==> src/rtl/note_dropper_param.sv <==
// One falling rhythm-game note: waits for the start key, falls at a fixed speed, and
// resolves to HIT (graded) or MISS. It exposes its position and a 40x40 arrow bitmap.
module note_dropper_param #(
  parameter logic [7:0]  LANE_KEY    = 8'h04,
  parameter logic [9:0]  X_START     = 10'd40,
  parameter logic [9:0]  Y_START     = 10'd100,
  parameter logic [9:0]  Y_MAX       = 10'd400,
  parameter logic [9:0]  HIT_TOP     = 10'd340,
  parameter logic [9:0]  PERF_LO     = 10'd360,
  parameter logic [9:0]  PERF_HI     = 10'd380,
  parameter logic [11:0] START_DELAY = 12'd1760,
  parameter logic [9:0]  SPEED       = 10'd1,
  parameter logic [1:0]  DIR         = 2'd0
) (
  input  logic          frame_clk,
  input  logic          Reset,
  input  logic [7:0]    keycode,
  input  logic [7:0]    keycode_second,
  output logic [9:0]    dropX,
  output logic [9:0]    dropY,
  output logic [1599:0] sprite,
  output logic          hit,
  output logic          miss,
  output logic [1:0]    grade,
  output logic          done_pulse
);

  typedef enum logic [2:0] {
    S_IDLE = 3'd0,
    S_WAIT = 3'd1,
    S_FALL = 3'd2,
    S_HIT  = 3'd3,
    S_MISS = 3'd4
  } state_t;

  localparam logic [7:0]  KEY_START = 8'h2C;
  localparam logic [7:0]  KEY_CLEAR = 8'h01;
  localparam logic [9:0]  SPRITE_H  = 10'd40;
  localparam int          SPRITE_W  = 32'sd40;
  // Highest Y the note may reach: its bottom then sits at most SPEED past Y_MAX.
  localparam logic [10:0] Y_CAP     = {1'b0, Y_MAX} + {1'b0, SPEED} - 11'd40;

  state_t        state_q, state_d;
  logic [9:0]    y_q, y_d;
  logic [11:0]   cnt_q, cnt_d;
  logic [1:0]    grade_q, grade_d;
  logic          hit_q, hit_d;
  logic          miss_q, miss_d;
  logic          done_q, done_d;
  logic          key_prev_q;
  logic          key_now_s;
  logic          key_fresh_s;
  logic          resolved_q_s;
  logic          resolved_d_s;
  logic [10:0]   bottom_s;
  logic [10:0]   y_sum_s;
  logic [1599:0] arrow_s;

  assign key_now_s    = (keycode == LANE_KEY) || (keycode_second == LANE_KEY);
  assign key_fresh_s  = key_now_s && !key_prev_q;
  assign bottom_s     = {1'b0, y_q} + {1'b0, SPRITE_H};
  assign y_sum_s      = {1'b0, y_q} + {1'b0, SPEED};
  assign resolved_q_s = (state_q == S_HIT) || (state_q == S_MISS);
  assign resolved_d_s = (state_d == S_HIT) || (state_d == S_MISS);

  // Next-state, position, delay counter and grade decisions.
  always_comb begin
    state_d = state_q;
    y_d     = y_q;
    cnt_d   = cnt_q;
    grade_d = grade_q;
    case (state_q)
      S_IDLE: begin
        y_d     = Y_START;
        cnt_d   = 12'd0;
        grade_d = 2'd0;
        if (keycode == KEY_START) begin
          if (START_DELAY == 12'd0) begin
            state_d = S_FALL;
          end else begin
            state_d = S_WAIT;
          end
        end else begin
          state_d = S_IDLE;
        end
      end
      S_WAIT: begin
        cnt_d = cnt_q + 12'd1;
        if (cnt_q == START_DELAY - 12'd1) begin
          state_d = S_FALL;
        end else begin
          state_d = S_WAIT;
        end
      end
      S_FALL: begin
        // A miss outranks a hit detected on the same frame.
        if (bottom_s >= {1'b0, Y_MAX}) begin
          state_d = S_MISS;
          grade_d = 2'd0;
        end else if (key_fresh_s && (bottom_s >= {1'b0, HIT_TOP})) begin
          state_d = S_HIT;
          if ((bottom_s >= {1'b0, PERF_LO}) && (bottom_s < {1'b0, PERF_HI})) begin
            grade_d = 2'd2;
          end else begin
            grade_d = 2'd1;
          end
        end else begin
          if (y_sum_s > Y_CAP) begin
            y_d = Y_CAP[9:0];
          end else begin
            y_d = y_sum_s[9:0];
          end
        end
      end
      S_HIT, S_MISS: begin
        if (keycode == KEY_CLEAR) begin
          state_d = S_IDLE;
          y_d     = Y_START;
          grade_d = 2'd0;
        end else begin
          state_d = state_q;
        end
      end
      default: begin
        state_d = S_IDLE;
        y_d     = Y_START;
        cnt_d   = 12'd0;
        grade_d = 2'd0;
      end
    endcase
    hit_d  = (state_d == S_HIT);
    miss_d = (state_d == S_MISS);
    done_d = resolved_d_s && !resolved_q_s;
  end

  // State and output registers; Reset is synchronous and overrides everything.
  always_ff @(posedge frame_clk) begin
    if (Reset) begin
      state_q    <= S_IDLE;
      y_q        <= Y_START;
      cnt_q      <= 12'd0;
      grade_q    <= 2'd0;
      hit_q      <= 1'b0;
      miss_q     <= 1'b0;
      done_q     <= 1'b0;
      key_prev_q <= 1'b0;
    end else begin
      state_q    <= state_d;
      y_q        <= y_d;
      cnt_q      <= cnt_d;
      grade_q    <= grade_d;
      hit_q      <= hit_d;
      miss_q     <= miss_d;
      done_q     <= done_d;
      key_prev_q <= key_now_s;
    end
  end

  // Each output pixel looks up the base up-arrow pixel it is mapped from.
  for (genvar r = 0; r < SPRITE_W; r++) begin : g_row
    for (genvar c = 0; c < SPRITE_W; c++) begin : g_col
      localparam logic [5:0] R6 = 6'(r);
      localparam logic [5:0] C6 = 6'(c);
      localparam logic [5:0] SR = (DIR == 2'd0) ? R6 :
                                  (DIR == 2'd1) ? (6'd39 - R6) : C6;
      localparam logic [5:0] SC = (DIR == 2'd0) ? C6 :
                                  (DIR == 2'd1) ? C6 :
                                  (DIR == 2'd2) ? R6 : (6'd39 - R6);
      localparam logic ON = ((SR >= 6'd10) && (SR <= 6'd17) &&
                             (SC >= 6'd29 - SR) && (SC <= SR + 6'd10)) ||
                            ((SR >= 6'd18) && (SR <= 6'd29) &&
                             (SC >= 6'd16) && (SC <= 6'd23));
      assign arrow_s[r*SPRITE_W + c] = ON;
    end
  end

  // The bitmap is blanked once the note has resolved.
  always_comb begin
    if (resolved_q_s) begin
      sprite = '0;
    end else begin
      sprite = arrow_s;
    end
  end

  assign dropX      = X_START;
  assign dropY      = y_q;
  assign hit        = hit_q;
  assign miss       = miss_q;
  assign grade      = grade_q;
  assign done_pulse = done_q;

endmodule

==> config.mk <==
export PLATFORM = sky130hd
export DESIGN_NAME = note_dropper_param
export DESIGN_NICKNAME = d
export VERILOG_FILES = /design/src/rtl/note_dropper_param.sv
export SDC_FILE = /design/constraint.sdc
export NUM_CORES = 1
export LEC_CHECK = 0
export BUFFER_PORTS_ARGS = -buffer_cell sky130_fd_sc_hd__buf_2
export CAP_MARGIN = 40
export CELL_PAD_IN_SITES_DETAIL_PLACEMENT = 0
export CELL_PAD_IN_SITES_GLOBAL_PLACEMENT = 1
export CORE_AREA = 2 2 633 635
export CTS_BUF_LIST = sky130_fd_sc_hd__clkbuf_8
export CTS_CLUSTER_SIZE = 25
export DETAILED_ROUTE_END_ITERATION = 7
export DIE_AREA = 0 0 635 637
export MAX_ROUTING_LAYER = met4
export PLACE_DENSITY = 0.34
export REMOVE_ABC_BUFFERS = 1
export SKIP_CTS_REPAIR_TIMING = 1
export SYNTH_ARGS = -nofsm -noshare
export SYNTH_HDL_FRONTEND = slang
export SYNTH_SLANG_ARGS = --single-unit
==> constraint.sdc <==
create_clock -name frame_clk -period 12.8 [get_ports frame_clk]
set_input_delay 1.92 -clock frame_clk [delete_from_list [all_inputs] [get_ports frame_clk]]
set_output_delay 1.92 -clock frame_clk [all_outputs]
set_load 0.03 [all_outputs]
### After elaboration in Yosys (flattened, before gate mapping)

Index checks and enable logic that the tools add are counted.
Widths: inputs -> output; s select.

* register bits after elaboration: 31
* output and inout port bits: 1625
* logic and storage cells: 64

* $add $sub $neg: 3
* magnitude comparators: 5
* equality and inequality tests: 15
* mux-type cells: 18
* bitwise gates (word level): 1
* reductions and logical operators: 14

Operators with widths (number)
* $mux 1184: 1
* $mux 10: 4
* $ge 11x9->1 const B: 3
* $pmux 10 s3: 1
* $pmux 12 s2: 1
* $eq 8x3->1 const B: 2
* $add 12x1->12 const B: 1
* $eq 12x11->1 const B: 1
* $pmux 3 s4: 1
* $add 10x1->11 const B: 1
* $add 10x6->11 const B: 1
* $gt 11x9->1 const B: 1
* $lt 11x9->1 const B: 1
* $mux 2: 5
* $eq 3x2->1 const B: 3
* $mux 3: 3
* $eq 8x1->1 const B: 1
* $eq 8x6->1 const B: 1
* $eq 3x3->1 const B: 2
* $ne 2x2->1 const B: 3
* $pmux 2 s3: 1
* $logic_and 1x1->1: 4
* $reduce_and 4->1: 1
* $eq 3x1->1 const B: 1
* other kinds (9): 12

### Depth between registers and ports, before layout

* word-level depth: 10
* mapped depth: 10
* mapped depth without buffers: 9

### Least setup slack after synthesis

OpenSTA, ideal clock, no wires.

* path type: register to output
* start point: register state_q[0]
* end point: output port sprite[1016]
* arrival time: 8.027 ns
* data required time: 10.880 ns
* slack: 2.853 ns
* cell stages (with the launch flop): 7
* path through: dfxtp_1 -> clkbuf_1 -> inv_1 -> nand2_1 -> nor2_1 -> a21oi_1 -> buf_4

* longest elaborated chain between the ends: 3
* elaborated cells on any way between the ends: 4
* those cells by class: 2 x eq/ne; 1 x mux; 1 x reduce/logical

Ends and longest elaborated chain
* from (decl): RTL line 43 `state_t state_q, state_d;`
* from (signal assigned): RTL line 148 `state_q <= state_d;`
* $eq 3x2->1 / $eq 3x3->1 (equally long branches): RTL line 63 `assign resolved_q_s = (state_q == S_HIT) || (state_q == S_MISS);`
* $logic_or 1x1->1 *: RTL line 63
* $mux 1184 *: RTL line 179 `if (resolved_q_s) begin`
* to (decl): RTL line 21 `output logic [1599:0] sprite,`

Every way passes the cells marked *; elsewhere a longest branch is shown, timed or not.

### Final worst setup path

* start point: register state_q[2]
* end point: output port sprite[1021]

The elaborated chain is that of the path after synthesis.

==> summary.md <==
| Metric | Value |
|---|---|
| Status | `complete, no violations` |
| Initial antenna violation count | `1` |
| Library cells used by synthesis | `66` |
| Final Hold Vio Count | `0` |
| Worst endpoint required time | `10.88 ns` |
| Setup violators final | `0` |
| Worst setup margin | `7.76 ns` |
| Io pins | `1,643` |
| Startpoint Class | `flop` |
| Area Overhead vs Synth | `6.79%` |
| Clock skew | `0.0135 ns` |
| Max-slew headroom | `between 50% and 60%` |
| Total negative slack | `0 ns` |
| Final WL | `25.2 mm` |
| DR WL met2 | `approximately 16 mm` |
| ANT nets after route | `0` |
| Crit path max fanout | `slightly below 90` |
| Mapped Area | `14,400 sq um` |
| TritonRoute pass-1 iters | `4` |
| Ys async rst share | `0%` |
| CORE AREA | `between 300,000 and 400,000 sq um` |
| H-tree depth | `2` |
| CP Capture Type | `output port` |
| Metal3 WL | `2.55 mm` |
| CTS tree | `built` |
| Via count | `6,477` |
| Commonest non-fill, non-tap cells in the layout | `1,442 x conb_1, 200 x buf_2, 31 x dfxtp_1` |
| Pwr dens | `49.3 nW/um^2` |
| CTS buffer count | `5` |
| Starting Density | `under 10%` |
| Total grt overflow | `0` |
| RD Place Congestion | `approximately 0.61` |
| Setup CP Type | `reg2out` |
| Post-layout minimum cycle time | `5.04 ns` |
| Worst-margin pin slew | `about 0.65 ns` |
| Seq/Total Area, Yosys | `approximately 4.3%` |
| Yosys reg bits | `31` |
| Fin. max-slew vios | `0` |
| Post-synthesis cell count | `about 1,900` |
| Clk buf depth | `2` |
| Layout Nets | `a little under 2,000` |
| CTS root buf | `clkbuf_8` |
| MaxCap Viol Count | `0` |
| Vias in the first global route | `between 3,000 and 4,000` |
| Layout Cells excl Fill | `between 7,000 and 8,000` |
| Most common cell after layout, fill and taps aside | `conb_1` |
| Leakage | `5.99 nW` |
| Yosys warnings | `0` |
| Worst hold path class | `reg2reg` |
| Clk sinks | `31` |
| Die height | `637 microns` |
| Post-synth EDFFs | `0` |
| Syn Area/Cell | `between 7 and 8 sq um` |
| Max VDD drop | `approximately 30 uV` |
| Clock latency at the later pin of the worst-skew pair | `about 0.32 ns` |
| First-pass GRT wire length | `29.2 mm` |
| Top layer in use | `met4` |
| Row count | `about 230` |
| HPWL Detailed | `around 23 mm` |
| RSZ-0062 raised after global routing | `no` |
| Total GRT Usage | `1.04%` |
| WL/cell | `roughly 3.5 microns` |
| Placed Cells | `~7,200` |
| DR iter-0 viols | `97` |
| Period utilization | `approximately 39%` |
| CP arrival | `roughly 3.1 ns` |
| Vias per cell | `0.901` |
| Remaining DRCs | `0` |
| Post-synth top flop | `dfxtp_1` |
| Total power | `approximately 760 uW` |
| Worst slack, placed | `roughly 7.9 ns` |
| Routed length on met1 | `roughly 6.3 mm` |
| Max Fclk | `199 MHz` |
| Largest net degree at the start of global routing | `approximately 90` |
| Die area | `404,000 sq um` |
| Die Wd | `about 640 microns` |
| Share of cells above drive strength 1 | `between 10% and 20%` |
| Worst-path clk slew | `approximately 0.080 ns` |
| Port bufs | `200` |
report_power, final:
group	switching [mW]	leakage (nW)	total [mW]	internal, mW
combinational	0.568	5.69	0.571	0.00304
clock	0.0455	0.0471	0.0877	0.0423
sequential	0.0000142	0.250	0.0964	0.0964
total	0.614	5.99	0.755	0.142
path summary, 6_finish.rpt:
check             slack (ns)  startpoint  cells after the start      endpoint
hold reg to reg         0.48    grade[1]                      2      grade[1]
hold / removal          0.48    grade[1]                      2      grade[1]
setup / recovery        7.76  state_q[2]                      6  sprite[1021]
setup reg to reg        9.59    dropY[3]                      8      dropY[2]
critical path: stages, from the launching register on:
cell and delay [ns]:
dfxtp_1 0.60, nor2_1 0.22, a21oi_4 0.17, buf_4 0.31, buf_4 0.44, buf_4 0.57, buf_2 0.32
cell usage after synthesis (3+ instances only):
cell	number	area, sq um
a21o_1	6	45.0
a21oi_1	20	100
a31oi_1	10	62.6
and3_1	3	18.8
buf_2	5	25.0
buf_4	1611	12100
clkbuf_1	9	33.8
dfxtp_1	31	621
ha_1	8	100
inv_1	10	37.5
nand2_1	17	63.8
nand2b_1	12	75.1
nand3_1	10	50.1
nand4_1	8	50.1
nor2_1	29	109
nor2b_1	3	18.8
nor3_1	11	55.1
o21ai_0	9	45.0
o21ai_1	4	20.0
o21bai_1	4	30.0
o32a_1	5	50.1
or3_1	5	31.3
or4_1	3	22.5
xnor2_1	6	52.6
registers in the layout, summed over array words and instances, names as in the netlist:
| signal | count |
|---|---|
| grade | 2 |
| done_pulse | 1 |
| key_prev_q | 1 |
| dropY | 10 |
| cnt_q | 12 |
| hit | 1 |
| state_q | 3 |
| miss | 1 |
kinds of logic after synthesis:
family	share of synthesized area (%)
buffers and inverters	85.1
and+or+nand+nor	4.83
AOI/OAI and AO/OA	4.26
DFF	4.32
adders and majority gates	0.697
xor gates and xnor gates	0.488
muxes	0.227
other	0.0523
final cells by class:
cell class | instances | area (sq um)
Sequential cell | 31 | 621
Clock buffer | 6 | 82.6
Antenna cell | 2 | 5.00
Clock inverter | 1 | 5.00
Fill cell | 47500 | 383000
Timing Repair Buffer | 207 | 1050
Tap cell | 5265 | 6590
Multi-Input combinational cell | 1667 | 6930
Inverter | 12 | 45.0
metrics by stage:
stage / cell area (sq um) / util, % / hold WS, ns
2_1_floorplan: 7590 / - / 0.495
3_3_place_gp: 15200 / 3.83 / 0.479
3_5_place_dp: 15200 / 3.83 / 0.469
4_1_cts: 15300 / 3.85 / 0.482
5_1_grt: 15300 / 3.85 / 0.495
6_report: 15300 / 3.85 / 0.476
layer usage:
metal,track usage [%],up-vias
met2,2.19,718
met5,-,-
li1,-,2889
met4,0.777,0
met3,0.184,11
met1,0.759,2859
No activity file was read; power rests on OpenSTA's default activity.
